### src/rtl/y86_fetch_unit_if.sv
`default_nettype none
// ----------------------------------------------------------------------------
// y86_fetch_unit_if : CPU-side fetch handshake and instruction-memory bus, rev 1.0
// ----------------------------------------------------------------------------
interface y86_fetch_unit_if;
    logic [31:0] pc;
    logic        pc_req;
    logic [47:0] instr_bytes;
    logic        instr_valid;
    logic        fetch_err;
    logic        fetch_busy;
    logic [31:0] mem_addr;
    logic        mem_rd;
    logic [31:0] mem_rdata;
    logic        mem_ack;

    // Environment side: issues fetch requests and answers memory reads
    modport master (
        output pc, pc_req, mem_rdata, mem_ack,
        input  instr_bytes, instr_valid, fetch_err, fetch_busy, mem_addr, mem_rd
    );

    modport slave (
        input  pc, pc_req, mem_rdata, mem_ack,
        output instr_bytes, instr_valid, fetch_err, fetch_busy, mem_addr, mem_rd
    );
endinterface
`default_nettype wire

### src/rtl/y86_fetch_unit.sv
`default_nettype none
// ----------------------------------------------------------------------------
// y86_fetch_unit : 6-byte instruction fetch from 32-bit word memory, rev 1.0
// ----------------------------------------------------------------------------
module y86_fetch_unit #(
    parameter int MAX_WAIT = 16
) (
    input  wire logic       CLK,
    input  wire logic       RESET,
    y86_fetch_unit_if.slave bus
);
    typedef enum logic [1:0] {
        S_IDLE = 2'd0,
        S_REQ  = 2'd1,
        S_DONE = 2'd2
    } state_t;

    localparam logic [7:0] c_WAIT_LAST = 8'(MAX_WAIT - 1);

    state_t      state_q;
    logic [31:0] mem_addr_q;
    logic        mem_rd_q;
    logic [1:0]  off_q;
    logic [1:0]  cnt_q;
    logic [1:0]  last_q;
    logic [7:0]  wait_q;
    logic [31:0] word0_q, word1_q, word2_q;
    logic [47:0] instr_q;
    logic        valid_q;
    logic        err_q;

    logic [95:0] line_d;
    logic [47:0] instr_d;

    // The word being acked is not yet stored, so splice it in from mem_rdata
    always_comb begin
        line_d = {word2_q, word1_q, word0_q};
        case (cnt_q)
            2'd0:    line_d[31:0]  = bus.mem_rdata;
            2'd1:    line_d[63:32] = bus.mem_rdata;
            default: line_d[95:64] = bus.mem_rdata;
        endcase
        instr_d = '0;
        for (int i = 0; i < 6; i++) begin
            instr_d[47-8*i -: 8] = line_d[8*(int'(off_q)+i) +: 8];
        end
    end

    always_ff @(posedge CLK) begin
        if (RESET) begin
            state_q    <= S_IDLE;
            mem_addr_q <= '0;
            mem_rd_q   <= 1'b0;
            off_q      <= '0;
            cnt_q      <= '0;
            last_q     <= '0;
            wait_q     <= '0;
            word0_q    <= '0;
            word1_q    <= '0;
            word2_q    <= '0;
            instr_q    <= '0;
            valid_q    <= 1'b0;
            err_q      <= 1'b0;
        end else begin
            valid_q <= 1'b0;
            err_q   <= 1'b0;
            case (state_q)
                S_IDLE: begin
                    if (bus.pc_req) begin
                        mem_addr_q <= {bus.pc[31:2], 2'b00};
                        off_q      <= bus.pc[1:0];
                        last_q     <= (bus.pc[1:0] == 2'd3) ? 2'd2 : 2'd1;
                        cnt_q      <= '0;
                        wait_q     <= '0;
                        mem_rd_q   <= 1'b1;
                        state_q    <= S_REQ;
                    end
                end
                S_REQ: begin
                    if (bus.mem_ack) begin
                        case (cnt_q)
                            2'd0:    word0_q <= bus.mem_rdata;
                            2'd1:    word1_q <= bus.mem_rdata;
                            default: word2_q <= bus.mem_rdata;
                        endcase
                        wait_q <= '0;
                        if (cnt_q == last_q) begin
                            mem_rd_q <= 1'b0;
                            instr_q  <= instr_d;
                            valid_q  <= 1'b1;
                            state_q  <= S_DONE;
                        end else begin
                            cnt_q      <= cnt_q + 2'd1;
                            mem_addr_q <= mem_addr_q + 32'd4;
                        end
                    end else if (wait_q == c_WAIT_LAST) begin
                        mem_rd_q <= 1'b0;
                        instr_q  <= '0;
                        valid_q  <= 1'b1;
                        err_q    <= 1'b1;
                        state_q  <= S_DONE;
                    end else begin
                        wait_q <= wait_q + 8'd1;
                    end
                end
                S_DONE: begin
                    state_q <= S_IDLE;
                end
                default: begin
                    state_q <= S_IDLE;
                end
            endcase
        end
    end

    assign bus.mem_addr    = mem_addr_q;
    assign bus.mem_rd      = mem_rd_q;
    assign bus.instr_bytes = instr_q;
    assign bus.instr_valid = valid_q;
    assign bus.fetch_err   = err_q;
    assign bus.fetch_busy  = (state_q != S_IDLE);
endmodule
`default_nettype wire

### src/flat_wrapper.sv
// flat-port wrapper written by rule: the top's interface ports become plain ports
module y86_fetch_unit_flat 
#(
    parameter int MAX_WAIT = 16
)
  (CLK, RESET, bus_pc, bus_pc_req, bus_mem_rdata, bus_mem_ack, bus_instr_bytes, bus_instr_valid, bus_fetch_err, bus_fetch_busy, bus_mem_addr, bus_mem_rd);
  y86_fetch_unit_if bus_i ();
  input  wire logic CLK;
  input  wire logic RESET;
  input wire logic [$bits(bus_i.pc)-1:0] bus_pc;
  input wire logic [$bits(bus_i.pc_req)-1:0] bus_pc_req;
  input wire logic [$bits(bus_i.mem_rdata)-1:0] bus_mem_rdata;
  input wire logic [$bits(bus_i.mem_ack)-1:0] bus_mem_ack;
  output wire logic [$bits(bus_i.instr_bytes)-1:0] bus_instr_bytes;
  output wire logic [$bits(bus_i.instr_valid)-1:0] bus_instr_valid;
  output wire logic [$bits(bus_i.fetch_err)-1:0] bus_fetch_err;
  output wire logic [$bits(bus_i.fetch_busy)-1:0] bus_fetch_busy;
  output wire logic [$bits(bus_i.mem_addr)-1:0] bus_mem_addr;
  output wire logic [$bits(bus_i.mem_rd)-1:0] bus_mem_rd;
  assign bus_i.pc = bus_pc;
  assign bus_i.pc_req = bus_pc_req;
  assign bus_i.mem_rdata = bus_mem_rdata;
  assign bus_i.mem_ack = bus_mem_ack;
  assign bus_instr_bytes = bus_i.instr_bytes;
  assign bus_instr_valid = bus_i.instr_valid;
  assign bus_fetch_err = bus_i.fetch_err;
  assign bus_fetch_busy = bus_i.fetch_busy;
  assign bus_mem_addr = bus_i.mem_addr;
  assign bus_mem_rd = bus_i.mem_rd;
  y86_fetch_unit #(.MAX_WAIT(MAX_WAIT)) u_core (.CLK(CLK), .RESET(RESET), .bus(bus_i));
endmodule
### config.mk
export PLATFORM = sky130hd
export DESIGN_NAME = y86_fetch_unit_flat
export DESIGN_NICKNAME = d
export VERILOG_FILES = /design/src/rtl/y86_fetch_unit_if.sv /design/src/rtl/y86_fetch_unit.sv /design/src/flat_wrapper.sv
export SDC_FILE = /design/constraint.sdc
export NUM_CORES = 1
export LEC_CHECK = 0
export ABC_AREA = 1
export CAP_MARGIN = 15
export CORE_MARGIN = 3
export CORE_UTILIZATION = 50
export DETAILED_ROUTE_END_ITERATION = 10
export PLACE_DENSITY_LB_ADDON = 0.2
export SETUP_SLACK_MARGIN = 0.1
export SLEW_MARGIN = 30
export SYNTH_ARGS = -nofsm -noshare
export SYNTH_HDL_FRONTEND = slang
export SYNTH_SLANG_ARGS = --single-unit
### constraint.sdc
create_clock -name CLK -period 2.5 [get_ports CLK]
set_input_delay 0.25 -clock CLK [delete_from_list [all_inputs] [get_ports CLK]]
set_output_delay 0.25 -clock CLK [all_outputs]
set_load 0.1 [all_outputs]
Word-level counts from Yosys, hierarchy flattened
Cells that the tools add are included.
{"block": "classes", "add_sub_neg": 8, "n_reduce_logical": 15, "bitwise_logic": 1, "shifts": 6, "eq_ne": 12, "muxes": 32}
{"op": "96-bit by 32-bit indexed part select with 8-bit output", "count": 5}
{"op": "32-bit 2-to-1 mux", "count": 6}
{"op": "48-bit 2-to-1 mux", "count": 3}
{"op": "96-bit by 6-bit indexed part select with 8-bit output", "count": 1}
{"op": "32-bit one-hot mux with 2 select lines", "count": 1}
{"op": "32-bit by 3-bit adder with 32-bit output, second input constant", "count": 1}
{"op": "8-bit 2-to-1 mux", "count": 3}
{"op": "2-bit 2-to-1 mux", "count": 8}
{"op": "8-bit one-hot mux with 2 select lines", "count": 1}
{"op": "3-bit AND reduction", "count": 3}
{"op": "2-bit by 3-bit adder with 4-bit output, second input constant", "count": 2}
{"op": "8-bit by 1-bit adder with 8-bit output, second input constant", "count": 1}
{"op": "8-bit by 4-bit == test with 1-bit output, second input constant", "count": 1}
{"op": "2-bit one-hot mux with 2 select lines", "count": 2}
{"op": "4-bit AND reduction", "count": 2}
{"op": "1-bit 2-to-1 mux", "count": 7}
{"op": "2-bit by 2-bit adder with 3-bit output, second input constant", "count": 2}
{"op": "2-bit != test, second input constant", "count": 3}
{"op": "3-bit by 2-bit != test with 1-bit output, second input constant", "count": 2}
{"op": "2-bit nonzero test", "count": 3}
{"op": "2-bit by 1-bit == test with 1-bit output, second input constant", "count": 2}
{"op": "2-bit logical NOT", "count": 2}
{"op": "2-bit AND reduction", "count": 2}
{"op": "2-bit OR reduction", "count": 2}
{"op": "other kinds (9)", "count": 9}
{"block": "totals", "in_bits": 68, "elab_cells": 87, "reg_bits": 195, "out_inout_bits": 84}

Logic depth before layout (Yosys ltp)
Gate-level depths: netlist (run 1).
{"block": "logic_depth", "word_depth": 6, "ltp_mapped": 12, "mapped_depth_nobuf": 10}

Least setup slack after synthesis (run 1)
No wires, ideal clock.
{"block": "synth_path", "path_kind": "reg2reg", "start": "reg u_core.mem_addr_q[3] (netlist: u_core.bus.mem_addr[3])", "end": "reg u_core.mem_addr_q[28] (netlist: u_core.bus.mem_addr[28])", "path_buffers": 0, "arrival_time_ns": 2.135, "slack_ns": 0.233, "path_stages_with_launch": 11, "path_cell_list": "dfxtp_1 > ha_1 > nand2_1 > nor2_2 > nand2_1 > nor2_2 > nand2_1 > nand2_1 > nand3_1 > nand2_1 > a21oi_1"}
{"block": "synth_between", "elab_chain_cells": 4}
{"item": "start, declared", "line": "y86_fetch_unit.sv:21", "rtl": "logic [31:0] mem_addr_q;"}
{"item": "start signal, assigned", "line": "y86_fetch_unit.sv:70", "rtl": "mem_addr_q <= {bus.pc[31:2], 2'b00};"}
{"item": "start signal, assigned", "line": "y86_fetch_unit.sv:94", "rtl": "mem_addr_q <= mem_addr_q + 32'd4;"}
{"item": "32-bit by 3-bit adder with 32-bit output", "line": "y86_fetch_unit.sv:94"}
{"item": "32-bit 2-to-1 mux", "line": "y86_fetch_unit.sv:87", "rtl": "if (cnt_q == last_q) begin"}
{"item": "32-bit 2-to-1 mux", "line": "y86_fetch_unit.sv:80", "rtl": "if (bus.mem_ack) begin"}
{"item": "32-bit one-hot mux with 2 select lines", "line": "y86_fetch_unit.sv:67", "rtl": "case (state_q)"}
Every way passes these cells. The select of a mux whose other input is x is not followed.
A chain may end at the register's enable or synchronous reset.

Worst setup path after layout (run 1)
{"block": "layout_path", "start": "reg u_core.cnt_q[0]", "end": "reg u_core.instr_q[44] (netlist: u_core.bus.instr_bytes[44])"}
{"block": "layout_between", "elab_chain_cells": 6}
{"item": "start, declared", "line": "y86_fetch_unit.sv:24", "rtl": "logic [1:0] cnt_q;"}
{"item": "start signal, assigned", "line": "y86_fetch_unit.sv:93", "rtl": "cnt_q <= cnt_q + 2'd1;"}
{"item": "2-bit by 1-bit == test with 1-bit output or 2-bit logical NOT (tied branches)", "line": "y86_fetch_unit.sv:38", "rtl": "case (cnt_q)"}
{"item": "2-bit OR reduction (no line)"}
{"item": "32-bit 2-to-1 mux"}
{"item": "96-bit by 6-bit indexed part select with 8-bit output", "line": "y86_fetch_unit.sv:45", "rtl": "instr_d[47-8*i -: 8] = line_d[8*(int'(off_q)+i) +: 8];"}
{"item": "48-bit 2-to-1 mux", "line": "y86_fetch_unit.sv:87"}
{"item": "48-bit 2-to-1 mux", "line": "y86_fetch_unit.sv:80"}
{"item": "end signal, assigned", "line": "y86_fetch_unit.sv:89", "rtl": "instr_q <= instr_d;"}
{"item": "end, declared", "line": "y86_fetch_unit.sv:28", "rtl": "logic [47:0] instr_q;"}
Several ways; a longest one is shown, not always the timed one. The select of a mux whose other input is x is not followed.

==> summary.txt, run 1 <==
Logic synthesis
  • Mean instance size in the synthesized netlist: 6.44 um^2
  • Number of standard cells after synthesis: between 1000 and 1500
  • Most numerous cell in the Yosys netlist: nand2_1
  • Cell variety after synth: 38
  • Area share of the largest cell type after synthesis: 37.6%
  • Number of enable flip-flop cells after synthesis: 0
  • Total of flip-flops plus latches after synthesis: roughly 170
  • Sequential cell area fraction in the yosys report: about 38%
  • Main flop type after synthesis: dfxtp_1
  • Number of warnings issued by yosys: 0
  • Cell type contributing the most total cell area after synthesis: dfxtp_1
  • Netlist area before placement: 9000 um^2
  • Synth async-reset ratio: 0%
  • Top post-synthesis cells by area: dfxtp_1, nand2_1, o21ai_0
  • Most frequent cells after synthesis: nand2_1, o21ai_0, dfxtp_1, nand3_1, inv_1

Clock network
  • CTS HTree Levels: 4
  • Post CTS Setup Buffer Count: 0
  • Number of gates resized after cts: 0
  • Clock-pin transition on the worst setup and hold timing paths: about 70 ps
  • TritonCTS buffer count: 17
  • Count of hold-fix buffers inserted at cts: 0
  • Worst skew pair latency: 440 ps
  • Sink count of the clock tree: around 170
  • Buffer depth of the longest clock path: 2
  • CTS tree: built
  • Clock root buffer master: clkbuf_16

Pwr
  • IR Drop Worst-Case VDD: around 0.53 mV
  • Switching Fraction: between 30% and 40%
  • Internal power: between 4 and 5 mW
  • Register share of total power: between 30 and 40%
  • Switching pwr: 3.03 mW
  • Leakage power summed over all cells: between 4 and 5 nW
  • Overall power of the completed layout: between 7 and 8 mW
  • Share of total power in the clock network: around 34%
  • Combinational group share of total power: between 20% and 30%
  • Power density of the placed cells: ~730 nW/um^2

Critical path
  • Crit path DAT: between 2000 and 2500 ps
  • Nature of the critical path endpoint: register
  • Worst-case reg-to-reg path depth: 9
  • Worst Setup Path Type: reg2reg
  • Most numerous cell on the critical path: nand2_1
  • Ordered cell list for the critical path: inv_1, ha_1, inv_2, o21ai_0, nand2_1, o21ai_0, nand2_1, nand3_1, nand2_1
  • Total stage count of the critical path: 9
  • Data required, critical path: between 2000 and 3000 ps
  • Cell at the slowest stage of the critical path: o21ai_0
  • Buffers and inverters on the worst path: 2
  • Critical path's largest stage delay: 560 ps
  • Setup crit start kind: register
  • Largest delay contributor family on the critical path: compound AO/OA/AOI/OAI gates
  • Crit Path Max Fanout: 28

Global route
  • Maximum number of pins on one net before global-route repair: 77
  • Wire length of the first global-routing pass: about 45 mm
  • Antenna violations before repair: 0
  • Global-route total usage across every layer: approximately 28%
  • Via count of the first global-routing pass: roughly 8600
  • Overflow left after global routing: 0

STA
  • Final setup violation count: 0
  • WHS: between 400 and 500 ps
  • Post-route worst setup slack: 345 ps
  • Slew headroom: 41.2%
  • Sum Neg Setup Slack: 0 ps
  • Clk_skew: 8.60 ps
  • Transition time at the pin with the least slew margin: about 900 ps
  • Final hold violation count: 0
  • Setup repair after global routing missed its margin: no
  • Max Slew Vio Count: 0
  • Min Tclk post-route: between 2000 and 2500 ps
  • Fmax: ~0.46 GHz
  • Ratio of final minimum period to clock period: 86.2%

Layout
  • Share of post-route cells with drive strength above 1: 11.2%
  • Number of fill cells: between 1500 and 2000
  • Final-stage net count: between 1500 and 2000
  • Layout-stage area growth over the synthesis result: 21.1%
  • Fraction of the core area covered by cells at the end of the flow: 62.4%
  • Seq. cell area: 3380 um^2
  • Combined area of the multi-input logic cells: 4660 um^2
  • ANT cells: 0

Drt
  • Detail-routed net length per standard cell: around 16 um
  • Antenna violation net count after detailed routing: 0
  • DRC violation count after routing: 0
  • Overall routed net length: around 28 mm
  • First DRT Iteration DRCs: roughly 800
  • Via count: roughly 9600
  • DRT Pass-1 Iters: 6
  • Via count normalized by instance count: around 5.5

Run
  • Max-cap violations: 0

Floorplan
  • Area of the die: about 20000 um^2
  • Std-Cell Core Area: ~17000 um^2
  • Vert. Die Dim: 140 um
  • Ports: around 150
  • Initial standard-cell utilization of the core: 51.5%
  • Die Wd: 140 um
  • Number of core rows: 48

Outcome
  • Status: completed

Place
  • Count of port buffers added during placement: around 150
  • Half-perimeter wire length after detailed placement: 19.8 mm
  • Post-place setup slack: slightly below 300 ps
  • Gpl congestion: between 0.9 and 1

Min path
  • Number of instances on the worst hold path: 3
  • Path type of the worst min-delay path: in2reg
state kept, by name (all words and copies together) (netlist names):
| signal | cells |
|---|---|
| u_core.word2_q | 8 |
| u_core.last_q | 2 |
| u_core.cnt_q | 2 |
| u_core.bus.mem_addr | 30 |
| u_core.bus.mem_rd | 1 |
| u_core.word0_q | 32 |
| u_core.bus.instr_valid | 1 |
| u_core.wait_q | 8 |
| u_core.word1_q | 32 |
| u_core.off_q | 2 |
| u_core.bus.instr_bytes | 48 |
| u_core.bus.fetch_err | 1 |
| u_core.state_q | 2 |
worst paths after layout:
path | slack, ps | from | endpoint
setup reg to reg | 350 | u_core.cnt_q[0] | u_core.bus.instr_bytes[44]
hold reg to reg | 470 | u_core.word1_q[17] | u_core.word1_q[17]
setup / recovery | 350 | u_core.cnt_q[0] | u_core.bus.instr_bytes[44]
hold / removal | 410 | bus_pc[5] | u_core.bus.mem_addr[5]
through the flow:
stage / instances / cell area, um^2
final: 1730 / 10900
after detailed placement: 1698 / 10300
after CTS: 1730 / 10900
after global placement: 1698 / 10300
after global routing: 1730 / 10900
after floorplan: 1398 / 9010
layout make-up:
class                   instances  area share [%]
multi-input cells            1007            42.8
clock buffers                  18            4.03
repair buffers                167            13.6
clock inverters                14            1.49
inverters                     130            4.48
flip-flops and latches        169            31.0
well taps                     225            2.58
placed cells by master (no fill, tap or decap), drive strengths merged, types with 2 or more instances in the layout:
cell type	count
a21oi	79
a31oi	4
and2	2
buf	100
bufinv	2
clkbuf	18
clkdlybuf4s50	67
clkinv	6
clkinvlp	2
conb	2
dfxtp	169
ha	4
inv	134
nand2	368
nand3	139
nand3b	3
nor2	135
nor3	4
o211ai	7
o21a	2
o21ai	214
o22ai	34
xnor2	3
worst reg2reg max path: cells and delay by family (launching register included):
family	cells	cell delay (ps)
AO/OA/AOI/OAI	2	790
adder cells (fa/ha/maj)	1	240
buffers and inverters	2	320
flip-flops	1	340
AND/OR/NAND/NOR	4	370
power groups by stage:
stage	Combinational (mW)	Sequential [mW]	Clock [mW]
final	2.32	2.97	2.71
after global placement	2.27	3.02	0
after global routing	2.51	2.98	2.84
after floorplan	1.10	3.63	0
after CTS	2.30	2.96	2.74
after detailed placement	2.29	3.02	0
kinds of logic after synthesis:
group	after synthesis	share of synthesized area, %
muxes	1	0.111
adders and majority gates	4	0.556
AOI/OAI and AO/OA	345	20.3
and+or+nand+nor	652	30.4
buffers and inverters	222	10.7
xor gates and xnor gates	3	0.292
other	1	0.0417
DFF	169	37.6
metal layers:
| layer | vias up | share of wire (%) | GRT usage (%) |
|---|---|---|---|
| met5 | - | 0 | 0 |
| met4 | 0 | 4.2 | 13.1 |
| met3 | 70 | 7.9 | 5.53 |
| met2 | 413 | 46 | 45.0 |
| met1 | 4313 | 42 | 37.2 |
| li1 | 4763 | - | - |
Note: power is estimated with default switching activity, not from simulation.
==> run 2: changes to the inputs <==
- SLEW_MARGIN: 30 -> 20
==> results of run 2 <==
The final DEF is identical to that of run 1; final timing and power are the same.
